## src/rtl/rv_instr_encoder_if.sv

```systemverilog
// Request, output-word and error-report signals of the RV32I/RV64I instruction encoder.
// The encoder takes the slave side; the producer/consumer/monitor takes the master side.
interface rv_instr_encoder_if #(
  parameter int unsigned ERR_CNT_W = 8
);
  logic                 in_valid;
  logic                 in_ready;
  logic [4:0]           in_type;
  logic [2:0]           in_funct3;
  logic [6:0]           in_funct7;
  logic [4:0]           in_rd;
  logic [4:0]           in_rs1;
  logic [4:0]           in_rs2;
  logic [31:0]          in_imm;
  logic                 out_valid;
  logic                 out_ready;
  logic [31:0]          out_instr;
  logic                 err_valid;
  logic [1:0]           err_code;
  logic [ERR_CNT_W-1:0] err_count;

  modport slave (
    input  in_valid, in_type, in_funct3, in_funct7, in_rd, in_rs1, in_rs2, in_imm, out_ready,
    output in_ready, out_valid, out_instr, err_valid, err_code, err_count
  );

  modport master (
    output in_valid, in_type, in_funct3, in_funct7, in_rd, in_rs1, in_rs2, in_imm, out_ready,
    input  in_ready, out_valid, out_instr, err_valid, err_code, err_count
  );
endinterface

```

## src/rtl/rv_instr_encoder.sv

```systemverilog
// Field-level request to 32-bit RV32I/RV64I instruction word: one registered encode stage
// followed by an output FIFO; illegal requests are dropped and reported.
module rv_instr_encoder #(
  parameter int unsigned DEPTH     = 4,
  parameter int unsigned ERR_CNT_W = 8
) (
  input logic              clk,
  input logic              rst,
  rv_instr_encoder_if.slave bus
);
  localparam int unsigned PtrW = (DEPTH > 1) ? $clog2(DEPTH) : 1;

  localparam logic [4:0] TypeLoad    = 5'b00000;
  localparam logic [4:0] TypeStore   = 5'b01000;
  localparam logic [4:0] TypeBranch  = 5'b11000;
  localparam logic [4:0] TypeJalr    = 5'b11001;
  localparam logic [4:0] TypeJal     = 5'b11011;
  localparam logic [4:0] TypeOpImm   = 5'b00100;
  localparam logic [4:0] TypeOp      = 5'b01100;
  localparam logic [4:0] TypeLui     = 5'b01101;
  localparam logic [4:0] TypeAuipc   = 5'b00101;
  localparam logic [4:0] TypeOpImm32 = 5'b00110;
  localparam logic [4:0] TypeOp32    = 5'b01110;

  localparam logic [1:0] ErrNone  = 2'b00;
  localparam logic [1:0] ErrType  = 2'b01;
  localparam logic [1:0] ErrRange = 2'b10;
  localparam logic [1:0] ErrAlign = 2'b11;

  // True when v is the sign extension of its bit msb.
  function automatic logic fits_sext(input logic [31:0] v, input int unsigned msb);
    logic signed [31:0] hi;
    hi = $signed(v) >>> msb;
    return (hi == '0) || (hi == '1);
  endfunction

  logic              accept;
  logic [31:0]       enc_instr;
  logic [1:0]        enc_err;
  logic [6:0]        opcode;
  logic [31:0]       imm;

  logic              s1_valid_q;
  logic [31:0]       s1_instr_q;
  logic [1:0]        s1_err_q;

  logic [31:0]       mem_q [DEPTH];
  logic [PtrW-1:0]   wr_ptr_q, rd_ptr_q;
  logic [PtrW:0]     count_q;
  logic [PtrW+1:0]   occupancy;
  logic              push, pop, out_valid;

  logic              err_valid_q;
  logic [1:0]        err_code_q;
  logic [ERR_CNT_W-1:0] err_count_q;

  assign opcode = {bus.in_type, 2'b11};
  assign imm    = bus.in_imm;

  always_comb begin
    enc_instr = '0;
    enc_err   = ErrNone;
    case (bus.in_type)
      TypeOp, TypeOp32: begin
        enc_instr = {bus.in_funct7, bus.in_rs2, bus.in_rs1, bus.in_funct3, bus.in_rd, opcode};
      end
      TypeLoad, TypeJalr, TypeOpImm, TypeOpImm32: begin
        enc_instr = {imm[11:0], bus.in_rs1, bus.in_funct3, bus.in_rd, opcode};
        // Shift-immediates carry shamt plus funct bits in imm[11:0]; no sign check.
        if (!(((bus.in_type == TypeOpImm) || (bus.in_type == TypeOpImm32)) &&
              (bus.in_funct3[1:0] == 2'b01)) && !fits_sext(imm, 11)) begin
          enc_err = ErrRange;
        end
      end
      TypeStore: begin
        enc_instr = {imm[11:5], bus.in_rs2, bus.in_rs1, bus.in_funct3, imm[4:0], opcode};
        if (!fits_sext(imm, 11)) enc_err = ErrRange;
      end
      TypeBranch: begin
        enc_instr = {imm[12], imm[10:5], bus.in_rs2, bus.in_rs1, bus.in_funct3,
                     imm[4:1], imm[11], opcode};
        if (imm[0])                  enc_err = ErrAlign;
        else if (!fits_sext(imm, 12)) enc_err = ErrRange;
      end
      TypeLui, TypeAuipc: begin
        enc_instr = {imm[31:12], bus.in_rd, opcode};
      end
      TypeJal: begin
        enc_instr = {imm[20], imm[10:1], imm[11], imm[19:12], bus.in_rd, opcode};
        if (imm[0])                  enc_err = ErrAlign;
        else if (!fits_sext(imm, 20)) enc_err = ErrRange;
      end
      default: enc_err = ErrType;
    endcase
  end

  // Occupancy counts the in-flight stage-1 word, so a FIFO slot is reserved at acceptance.
  assign occupancy    = {1'b0, count_q} + {{(PtrW + 1){1'b0}}, s1_valid_q};
  assign bus.in_ready = occupancy < (PtrW + 2)'(DEPTH);
  assign accept       = bus.in_valid && bus.in_ready;

  always_ff @(posedge clk or posedge rst) begin
    if (rst) begin
      s1_valid_q <= 1'b0;
      s1_instr_q <= '0;
      s1_err_q   <= ErrNone;
    end else begin
      s1_valid_q <= accept;
      if (accept) begin
        s1_instr_q <= enc_instr;
        s1_err_q   <= enc_err;
      end
    end
  end

  assign out_valid = (count_q != '0);
  assign push      = s1_valid_q && (s1_err_q == ErrNone);
  assign pop       = out_valid && bus.out_ready;

  always_ff @(posedge clk) begin
    if (push) mem_q[wr_ptr_q] <= s1_instr_q;
  end

  always_ff @(posedge clk or posedge rst) begin
    if (rst) begin
      wr_ptr_q <= '0;
      rd_ptr_q <= '0;
      count_q  <= '0;
    end else begin
      if (push) wr_ptr_q <= wr_ptr_q + PtrW'(1);
      if (pop)  rd_ptr_q <= rd_ptr_q + PtrW'(1);
      case ({push, pop})
        2'b10:   count_q <= count_q + (PtrW + 1)'(1);
        2'b01:   count_q <= count_q - (PtrW + 1)'(1);
        default: count_q <= count_q;
      endcase
    end
  end

  always_ff @(posedge clk or posedge rst) begin
    if (rst) begin
      err_valid_q <= 1'b0;
      err_code_q  <= ErrNone;
      err_count_q <= '0;
    end else begin
      err_valid_q <= s1_valid_q && (s1_err_q != ErrNone);
      if (s1_valid_q && (s1_err_q != ErrNone)) begin
        err_code_q <= s1_err_q;
        if (err_count_q != '1) err_count_q <= err_count_q + ERR_CNT_W'(1);
      end
    end
  end

  assign bus.out_valid = out_valid;
  assign bus.out_instr = out_valid ? mem_q[rd_ptr_q] : '0;
  assign bus.err_valid = err_valid_q;
  assign bus.err_code  = err_code_q;
  assign bus.err_count = err_count_q;
endmodule
```

## src/flat_wrapper.sv

```systemverilog
// flat-port wrapper written by rule: the top's interface ports become plain ports
module rv_instr_encoder_flat 
#(
  parameter int unsigned DEPTH     = 4,
  parameter int unsigned ERR_CNT_W = 8
)
  (clk, rst, bus_in_valid, bus_in_type, bus_in_funct3, bus_in_funct7, bus_in_rd, bus_in_rs1, bus_in_rs2, bus_in_imm, bus_out_ready, bus_in_ready, bus_out_valid, bus_out_instr, bus_err_valid, bus_err_code, bus_err_count);
  rv_instr_encoder_if #(.ERR_CNT_W(ERR_CNT_W)) bus_i ();
  input logic clk;
  input logic rst;
  input wire logic [$bits(bus_i.in_valid)-1:0] bus_in_valid;
  input wire logic [$bits(bus_i.in_type)-1:0] bus_in_type;
  input wire logic [$bits(bus_i.in_funct3)-1:0] bus_in_funct3;
  input wire logic [$bits(bus_i.in_funct7)-1:0] bus_in_funct7;
  input wire logic [$bits(bus_i.in_rd)-1:0] bus_in_rd;
  input wire logic [$bits(bus_i.in_rs1)-1:0] bus_in_rs1;
  input wire logic [$bits(bus_i.in_rs2)-1:0] bus_in_rs2;
  input wire logic [$bits(bus_i.in_imm)-1:0] bus_in_imm;
  input wire logic [$bits(bus_i.out_ready)-1:0] bus_out_ready;
  output wire logic [$bits(bus_i.in_ready)-1:0] bus_in_ready;
  output wire logic [$bits(bus_i.out_valid)-1:0] bus_out_valid;
  output wire logic [$bits(bus_i.out_instr)-1:0] bus_out_instr;
  output wire logic [$bits(bus_i.err_valid)-1:0] bus_err_valid;
  output wire logic [$bits(bus_i.err_code)-1:0] bus_err_code;
  output wire logic [$bits(bus_i.err_count)-1:0] bus_err_count;
  assign bus_i.in_valid = bus_in_valid;
  assign bus_i.in_type = bus_in_type;
  assign bus_i.in_funct3 = bus_in_funct3;
  assign bus_i.in_funct7 = bus_in_funct7;
  assign bus_i.in_rd = bus_in_rd;
  assign bus_i.in_rs1 = bus_in_rs1;
  assign bus_i.in_rs2 = bus_in_rs2;
  assign bus_i.in_imm = bus_in_imm;
  assign bus_i.out_ready = bus_out_ready;
  assign bus_in_ready = bus_i.in_ready;
  assign bus_out_valid = bus_i.out_valid;
  assign bus_out_instr = bus_i.out_instr;
  assign bus_err_valid = bus_i.err_valid;
  assign bus_err_code = bus_i.err_code;
  assign bus_err_count = bus_i.err_count;
  rv_instr_encoder #(.DEPTH(DEPTH), .ERR_CNT_W(ERR_CNT_W)) u_core (.clk(clk), .rst(rst), .bus(bus_i));
endmodule
```

## config.mk

```make
export PLATFORM = sky130hd
export DESIGN_NAME = rv_instr_encoder_flat
export DESIGN_NICKNAME = d
export VERILOG_FILES = /design/src/rtl/rv_instr_encoder_if.sv /design/src/rtl/rv_instr_encoder.sv /design/src/flat_wrapper.sv
export SDC_FILE = /design/constraint.sdc
export NUM_CORES = 1
export LEC_CHECK = 0
export ABC_AREA = 1
export BUFFER_PORTS_ARGS = -buffer_cell sky130_fd_sc_hd__buf_2
export CORE_AREA = 2 2 151 153
export DETAILED_ROUTE_END_ITERATION = 12
export DIE_AREA = 0 0 153 155
export SLEW_MARGIN = 20
export SYNTH_ARGS = -nofsm -noshare
export SYNTH_HDL_FRONTEND = slang
export SYNTH_SLANG_ARGS = --single-unit
```

## constraint.sdc

```tcl
create_clock -name clk -period 3.11 [get_ports clk]
set_clock_uncertainty 0.15 [all_clocks]
set_input_delay 0.311 -clock clk [delete_from_list [all_inputs] [get_ports clk]]
set_output_delay 0.311 -clock clk [all_outputs]
set_load 0.005 [all_outputs]
```

; Word-level counts from Yosys, hierarchy flattened
; Memory sizes are Yosys's and may differ from the RTL's.
; Cells that the tools add are included.
[classes]
add_sub_neg = 6
n_lt_le_gt_ge = 1
eq_ne = 17
muxes = 12
n_reduce_logical = 25
[ops]
columns = cell, n
row1 = 32-bit one-hot mux with 6 select lines, 1
row2 = "32-bit equality test, second input constant", 3
row3 = 32-bit zero test, 3
row4 = 32-bit 2-to-1 mux, 1
row5 = "5-bit by 4-bit equality test with 1-bit output, second input constant", 4
row6 = "5-bit by 3-bit equality test with 1-bit output, second input constant", 3
row7 = "5-bit equality test, second input constant", 3
row8 = 2-bit 2-to-1 mux, 6
row9 = 2-bit one-hot mux with 5 select lines, 1
row10 = "8-bit by 1-bit adder with 8-bit output, second input constant", 1
row11 = "8-bit inequality test, second input constant", 1
row12 = 4-bit OR reduction, 2
row13 = 1-bit logical AND, 6
row14 = 3-bit one-hot mux with 2 select lines, 1
row15 = 5-bit zero test, 1
row16 = "2-bit by 1-bit adder with 2-bit output, second input constant", 2
row17 = 3-bit by 1-bit adder with 4-bit output, 1
row18 = "2-bit by 1-bit equality test with 1-bit output, second input constant", 2
row19 = 1-bit logical OR, 4
row20 = "4-bit by 3-bit < comparator with 1-bit output, second input constant", 1
row21 = 2-bit nonzero test, 2
row22 = 2-bit OR reduction, 2
row23 = "3-bit by 1-bit adder with 3-bit output, second input constant", 1
row24 = 3-bit nonzero test, 1
row25 = 6 further kinds, 8
[totals]
ff_bits = 53
ramBits = 128
word_cells = 71
mem_count = 1
[mem_list]
columns = name, depth, word_bits, rd, rd_clocked_by_memory_dff, wr, line
row1 = u_core.mem_q, 4, 32, 1, 0, 1, rv_instr_encoder.sv:47  ; logic [31:0] mem_q [DEPTH];

; Longest topological paths before layout
; Gate-level depths: netlist of run 1.
[logic_depth]
ltp_word = 7
depth_mapped = 11

; Least setup slack after synthesis of run 1
; Ideal clock, no wire load.
[synth_path]
path_type = register -> register
startpoint = reg u_core.s1_err_q[0]
endpoint = mem u_core.mem_q[0][10], enable pin
arrival_ns = 2.008
required_ns = 2.541
setup_slack_ns = 0.533
path_stages_with_launch = 4
path_cell_list = dfrtp_1 > inv_1 > nand3_1 > nor2_1
[synth_between]
elab_chain_len = 4
[synth_rtl]
columns = item, line
row1 = from (decl), rv_instr_encoder.sv:45  ; logic [1:0] s1_err_q;
row2 = from (signal assigned), rv_instr_encoder.sv:106  ; s1_err_q <= ErrNone;
row3 = from (signal assigned), rv_instr_encoder.sv:111  ; s1_err_q <= enc_err;
row4 = 2-bit zero test, rv_instr_encoder.sv:117  ; assign push = s1_valid_q && (s1_err_q == ErrNone);
row5 = 1-bit logical AND, rv_instr_encoder.sv:117
row6 = 1-bit 2-to-1 mux, rv_instr_encoder.sv:121  ; if (push) mem_q[wr_ptr_q] <= s1_instr_q;
row7 = 1-bit 2-to-1 mux (not written as such), rv_instr_encoder.sv:121
row8 = to (decl), rv_instr_encoder.sv:47
; Every way passes these cells.

; Worst setup path after layout of run 1
[layout_path]
startpoint = reg u_core.rd_ptr_q[0]
endpoint = out bus_out_instr[30]
[layout_between]
elab_chain_len = 2
[layout_rtl]
columns = item, line
row1 = from (decl), rv_instr_encoder.sv:48  ; logic [PtrW-1:0] wr_ptr_q, rd_ptr_q;
row2 = from (signal assigned), rv_instr_encoder.sv:131  ; if (pop) rd_ptr_q <= rd_ptr_q + PtrW'(1);
row3 = memory 4 x 32 bit, n/a
row4 = 32-bit 2-to-1 mux, rv_instr_encoder.sv:155  ; assign bus.out_instr = out_valid ? mem_q[rd_ptr_q] : '0;
row5 = to (decl), flat_wrapper.sv:22  ; output wire logic [$bits(bus_i.out_instr)-1:0] bus_out_instr;
; Every way passes these cells.

==> results of run 1 <==
[cells in the final DEF (no fill, tap or decap), drive strengths merged, types with 6 or more instances in the layout]
cell and instances:
nand2 199, nor2 171, buf 126, edfxtp 124, o21ai 96, dfrtp 52, inv 43, a21oi 34
clkbuf 25, nand3 18, nand4 13, xnor2 8, ha 6
[cell type report]
cell class / count / area, µm² / area share [%]
Clock buffer: 25 / 531.8 / 5.712
Clock inverter: 7 / 45.04 / 0.4838
Inverter: 40 / 150.1 / 1.613
Multi-Input combinational cell: 559 / 2520 / 27.07
Sequential cell: 176 / 5026 / 53.98
Tap cell: 285 / 356.6 / 3.830
Timing Repair Buffer: 127 / 680.7 / 7.311
[power breakdown]
group	internal [mW]	total, mW	switching (mW)
Sequential	3.10	3.50	0.397
Combinational	0.915	2.44	1.52
Clock	1.19	2.03	0.843
[worst paths after layout]
path | slack, ps | end | from
min in group asynchronous | 380 | u_core.bus.err_count[4] | rst
worst max-delay path | 340 | bus_out_instr[30] | u_core.rd_ptr_q[0]
max in group asynchronous | 1730 | u_core.wr_ptr_q[1] | rst
worst min-delay path | 30 | u_core.s1_instr_q[9] | bus_in_rd[2]
worst min register to register | 350 | u_core.bus.err_code[1] | u_core.bus.err_code[1]
worst max register to register | 920 | u_core.count_q[2] | u_core.s1_err_q[0]
[sequential cells by signal (all words and copies together) (netlist names)]
register / cells
u_core.bus.err_code: 2
u_core.s1_valid_q: 1
u_core.bus.err_count: 8
u_core.rd_ptr_q: 2
u_core.wr_ptr_q: 2
u_core.count_q: 3
u_core.mem_q: 124
u_core.s1_instr_q: 31
u_core.bus.err_valid: 1
u_core.s1_err_q: 2
[stage by stage]
| stage | util [%] | instances | power (mW) |
|---|---|---|---|
| finish | 41.89 | 1219 | 7.969 |
| global route | 41.89 | 1219 | 8.535 |
| CTS | 41.89 | 1219 | 8.069 |
| detailed placement | 39.25 | 1186 | 6.032 |
| global placement | 39.25 | 1186 | 5.996 |
| floorplan | - | 810 | 4.936 |
[cells by family after synthesis]
family,after synthesis
xor gates and xnor gates,11
and+or+nand+nor,405
adders and majority gates,7
buffers and inverters,75
DFF,176
AOI/OAI and AO/OA,136
[worst register-to-register path, stage by stage (launching register included)]
cell	delay, ps
dfrtp_1	340
inv_1	70
nand3_1	360
ha_1	230
inv_1	70
fa_1	390
a21oi_1	170
o21ai_0	140
xnor2_1	140
[timing repair]
item,in CTS,in global routing
hold buffers,1,0
endpoints found under the hold margin,28,0
gates resized for setup,0,0
[per-layer routing]
layer  global-route usage [%]  up-vias  wire length, µm
met4                    4.321        0              189
li1                         -     2924                -
met1                    23.18     2776             9073
met2                    26.67      171             8992
met3                    3.398       16              924
met5                        0        -                0
==> metrics, run 1 <==
CP Buf/Inv Count 2; starting density of the core 35.21%; die area 23720 µm²; critical path required time 2650 ps; area leader, netlist edfxtp_1; fillcell total 2174; top-count cell post-synth nand2_1; Die Y 155 µm; Compound-Gate Fraction of Synth Area 9.049%; status finished clean; largest net degree at the start of global routing 41; family with the most delay on the worst path flip-flops; Total Routed Length 19180 µm; Critical Path AT 2310 ps; ys async rst share 29.55%; DR WL/cell 15.73 µm; Crit Path Class reg -> out; diode count 0; YS warnings 0; pre-CTS WS 761.2 ps; grt total ovfl 0; Worst setup SP type flip-flop; slowest stage delay, CP 650 ps; slowest CP cell dfrtp_2; reg2reg path depth 8; Port Buf Inserts 110; layout cells sized above 1 18.84%; Final Hold Fails 0; mux contribution to synthesized area 0%; RSZ-0062 raised after global routing false; Post-Synth Adder-Cell Area 1.215%; Tmin final 2767 ps; critical path depth in cells 6; maximum VDD drop 0.0004221 V; sequential area share after synthesis 64.20%; DRC violations left 0; worst hold margin 32.42 ps; flops & latches, synth 176; area delta synth->final 18.96%; row cnt 55; leakage 3.972 nW; Synth Area in XOR/XNOR 1.231%; relative slew slack 55.01%; TNS Setup 0 ps; DP Area 8723 µm²; power per cell area 856.0 nW/µm²; HPWL Detailed 13060 µm; clock sink total 176; top post-synthesis cells by area edfxtp_1, dfrtp_1, nand2_1, nor2_1, o21ai_0; max-cap viol count 0; EDFF count, synth 124; Max Fclk 361.4 MHz; Synthesized Nets 883; Die W 153 µm; CTS tree done; Main synth FF type edfxtp_1; worst-margin pin slew 673.8 ps; CTS clk-pin slew, worst paths 60 ps; CTS max path bufs 2; GPL Wtd Cong 0.8808; Global Route Usage Sum 16.61%; hold path cells 5; worst setup margin 343.2 ps; drt first pass iters 5; Cell variety after synth 28; Post-DRT Antenna Nets 0; sequence of cells on the critical path buf_4 > nor2_1 > nor2_1 > o21ai_0 > a21oi_1 > buf_2; Avg Vias per Cell 4.829; H-Tree Depth 4; Setup Fix Bufs, Post-CTS 0; Avg Cell Area, Syn 9.662 µm²; # IOs 111; initial antenna violation count 0; Final Setup Violations 0; DR iter-0 viols 343; max-slew violation count 0; Nets 994; Synth top area share 47.58%; CP max FO 40; design area 9310 µm²; Commonest cells post-synth nand2_1, nor2_1, edfxtp_1; Hold WC Path Type in -> reg; largest family of logic cells by synthesized area simple AND/OR/NAND/NOR gates; Syn Inst Count 810; Final Cycle Share 88.97%; worst skew pair latency 430 ps; Core Footprint 22230 µm²; Post-Synth Simple-Gate Area 20.51%; vias in the first global route 5673; CP endpoint kind primary output; TritonCTS Buffers 17; first-pass GRT wire length 30720 µm; DR vias 5887; clock root buffer clkbuf_16; Mapped Area 7826 µm²; most frequent CP cell nor2_1
Note: power is estimated with default switching activity, not from simulation.
==> run 2: changes to the inputs <==
ABC_AREA = 0   (was 1)
CORE_AREA = 2 2 149 151   (was 2 2 151 153)
DIE_AREA = 0 0 151 153   (was 0 0 153 155)
MAX_ROUTING_LAYER = met4   (was default)
SETUP_SLACK_MARGIN = 0.02   (was default)
==> run 2 against run 1 <==
Compared with the run above: largest power group unchanged; critical endpoint is now bus_out_instr[21]; non-clock buffer count down 2; synthesized cell count down 40%; sequential share of layout area up 1.3 points; setup slack better by 99 ps; global-route usage up 0.34 points.
==> metrics, run 2 <==
Largest register FFs 124 (unchanged); area leader, netlist edfxtp_1 (unchanged); sequential area share after synthesis 66.02% (was 64.20%); Multi-input gate area 2379 µm² (was 2520 µm²); Most flops, register u_core.mem_q (unchanged); slowest stage delay, CP 640 ps (was 650 ps); Crit Path Class reg -> out (unchanged); Mapped Area 7611 µm² (was 7826 µm²); maximum VDD drop 0.0004678 V (was 0.0004221 V); Avg Cell Area, Syn 15.60 µm² (was 9.662 µm²); status finished clean (unchanged); Avg Vias per Cell 5.147 (was 4.829); clock sink total 176 (unchanged); clock root buffer clkbuf_16 (unchanged); die area 23100 µm² (was 23720 µm²); H-Tree Depth 4 (unchanged); P_int 5.151 mW (was 5.207 mW); row cnt 54 (was 55); worst hold margin 14.49 ps (was 32.42 ps); Final Cycle Share 85.80% (was 88.97%); P_sw 2.302 mW (was 2.762 mW); DRC violations left 0 (unchanged); starting density of the core 35.42% (was 35.21%); GPL Wtd Cong 0.7905 (was 0.8808); vias in the first global route 4730 (was 5673); design area 9090 µm² (was 9310 µm²); DR WL/cell 19.73 µm (was 15.73 µm); critical path required time 2650 ps (about the same); Max Fclk 374.8 MHz (was 361.4 MHz); EDFF count, synth 124 (unchanged); first-pass GRT wire length 28190 µm (was 30720 µm); DR vias 4627 (was 5887); # IOs 111 (unchanged); largest net degree at the start of global routing 36 (was 41); CP endpoint kind primary output (unchanged); Final Setup Violations 0 (unchanged); TNS Setup 0 ps (unchanged); Port Buf Inserts 110 (unchanged); fillcell total 2013 (was 2174); DR iter-0 viols 432 (was 343); Nets 678 (was 994); RSZ-0062 raised after global routing false (unchanged); Synth top area share 48.92% (was 47.58%); YS warnings 0 (unchanged); utilization after layout 42.31% (was 41.89%); Main synth FF type edfxtp_1 (unchanged); Global Route Usage Sum 16.94% (was 16.61%); CTS max path bufs 2 (unchanged); max-slew violation count 0 (unchanged); drt first pass iters 6 (was 5); Commonest cells post-synth edfxtp_1, dfrtp_1, nand2_1 (was nand2_1, nor2_1, edfxtp_1); ys async rst share 29.55% (unchanged); Total Routed Length 17730 µm (was 19180 µm); grt total ovfl 0 (unchanged); CTS clk-pin slew, worst paths 70 ps (was 60 ps); Synthesized Nets 561 (was 883); Post-DRT Antenna Nets 0 (unchanged); flops & latches, synth 176 (unchanged); top-count cell post-synth edfxtp_1 (was nand2_1); sequence of cells on the critical path buf_12 > mux4_2 > and2_1 > buf_2 (was buf_4 > nor2_1 > nor2_1 > o21ai_0 > a21oi_1 > buf_2); layout cells sized above 1 34.63% (was 18.84%); Tmin final 2668 ps (was 2767 ps); initial antenna violation count 1 (was 0); Syn Inst Count 488 (was 810); worst-margin pin slew 986.7 ps (was 673.8 ps); CP max FO 21 (was 40); relative slew slack 34.05% (was 55.01%); Hold WC Path Type in -> reg (unchanged); Logic pwr share 27.2% (was 30.6%); DP Area 8469 µm² (was 8723 µm²); worst skew pair latency 440 ps (was 430 ps); max-cap viol count 0 (unchanged); Die W 151 µm (was 153 µm); Die Y 153 µm (was 155 µm); Core Footprint 21490 µm² (was 22230 µm²); slowest CP cell dfrtp_2 (unchanged); leading cell type in the layout, fill and taps excluded edfxtp_1 (was nand2_1); Flop pwr share 44.3% (was 43.9%); area delta synth->final 19.43% (was 18.96%); TritonCTS Buffers 17 (unchanged); CTS tree done (unchanged); commonest non-fill, non-tap cells in the layout edfxtp_1, buf_2, dfrtp_1 (was nand2_1, nor2_1, edfxtp_1); Critical Path AT 2210 ps (was 2310 ps); Sequential cell area 5026 µm² (unchanged); Final Hold Fails 0 (unchanged); Cell variety after synth 61 (was 28); power per cell area 819.9 nW/µm² (was 856.0 nW/µm²); total power 7.453 mW (was 7.969 mW); clock power share 28.5% (was 25.5%); Switching Fraction 30.88% (was 34.66%); HPWL Detailed 12100 µm (was 13060 µm); top post-synthesis cells by area edfxtp_1, dfrtp_1, mux4_2, and2_1, nand2_1 (was edfxtp_1, dfrtp_1, nand2_1, nor2_1, o21ai_0); Worst setup SP type flip-flop (unchanged); leakage 3.439 nW (was 3.972 nW)
-- run 2: changes by cell type in the layout (fill, tap and decap cells not counted), sizes merged, moves of 5 or more --
cell,delta
nor2,-152
inv,-20
mux4,+31
a22oi,+5
a222oi,+11
nor4,+5
o21ai,-68
nand2,-158
a21oi,-28
clkbuf,-8
and2,+37
nand3,-14
a221oi,+6
nand4,-6
-- run 2: timing repair --
action | CTS | global route
buffers inserted | 0 | 0
setup endpoints to repair | 0 | 0
resized for setup | 0 | 0
hold buffers | 3 | 0
hold endpoints to repair | 29 | 0
-- run 2: routing by layer --
metal / share of wire, % / wire, µm / vias to the layer above / track usage (%)
met4: 1.2 / 209 / 0 / 4.762
met2: 50 / 8805 / 134 / 27.03
met5: 0 / 0 / - / -
met3: 4.7 / 833 / 16 / 3.701
li1: - / - / 2116 / -
met1: 44 / 7885 / 2361 / 21.91
-- run 2: cells by family (layout without fill, tap and decap cells) --
family	count (synthesis)	count (layout)	synth area share, %
buf+inv	40	170	2.811
compound gates	76	76	8.318
mux	36	36	9.880
fa+ha+maj	7	7	1.249
flops	176	176	66.02
simple gates	140	140	10.22
other cells	0	1	0
xor+xnor	13	13	1.496
-- run 2: final timing paths --
| kind | slack [ps] | to | depth (start not counted) | startpoint |
|---|---|---|---|---|
| worst max-delay path | 440 | bus_out_instr[21] | 4 | u_core.rd_ptr_q[0] |
| min in group asynchronous | 380 | u_core.s1_instr_q[10] | 3 | rst |
| worst min register to register | 330 | u_core.bus.err_code[0] | 2 | u_core.bus.err_code[0] |
| worst min-delay path | 10 | u_core.s1_instr_q[16] | 3 | bus_in_rs1[1] |
| max in group asynchronous | 1720 | u_core.count_q[1] | 4 | rst |
| worst max register to register | 780 | u_core.count_q[1] | 6 | u_core.s1_valid_q |
-- run 2: power by group through the flow --
| stage | registers (mW) | clock network, mW | logic, mW |
|---|---|---|---|
| 4_1_cts | 3.31 | 2.15 | 2.09 |
| 3_5_place_dp | 3.36 | 0 | 2.08 |
| 5_1_grt | 3.37 | 2.26 | 2.27 |
| 6_report | 3.30 | 2.12 | 2.02 |
| 2_1_floorplan | 3.19 | 0 | 1.37 |
| 3_3_place_gp | 3.32 | 0 | 2.05 |
-- run 2: final cells by class --
cell class | instances | area share (%)
antenna | 1 | 0.02753
clock buffer | 17 | 4.680
clock inverter | 15 | 1.789
inverter | 13 | 0.5368
multi-input combinational | 272 | 26.17
sequential | 176 | 55.29
tap | 280 | 3.854
timing repair buffer | 125 | 7.653
-- run 2: per-stage QoR --
| stage | instances | setup slack [ps] |
|---|---|---|
| CTS | 898 | 381.2 |
| global route | 899 | 280.4 |
| finish | 899 | 441.7 |
| global placement | 863 | 840.2 |
| floorplan | 488 | 805.9 |
| detailed placement | 863 | 812.7 |
-- run 2: worst max-delay path, delay by kind of cell (launching register included) --
kind / cells / cell delay [ps]
flops: 1 / 640
mux: 1 / 550
buf+inv: 2 / 400
simple gates: 1 / 170
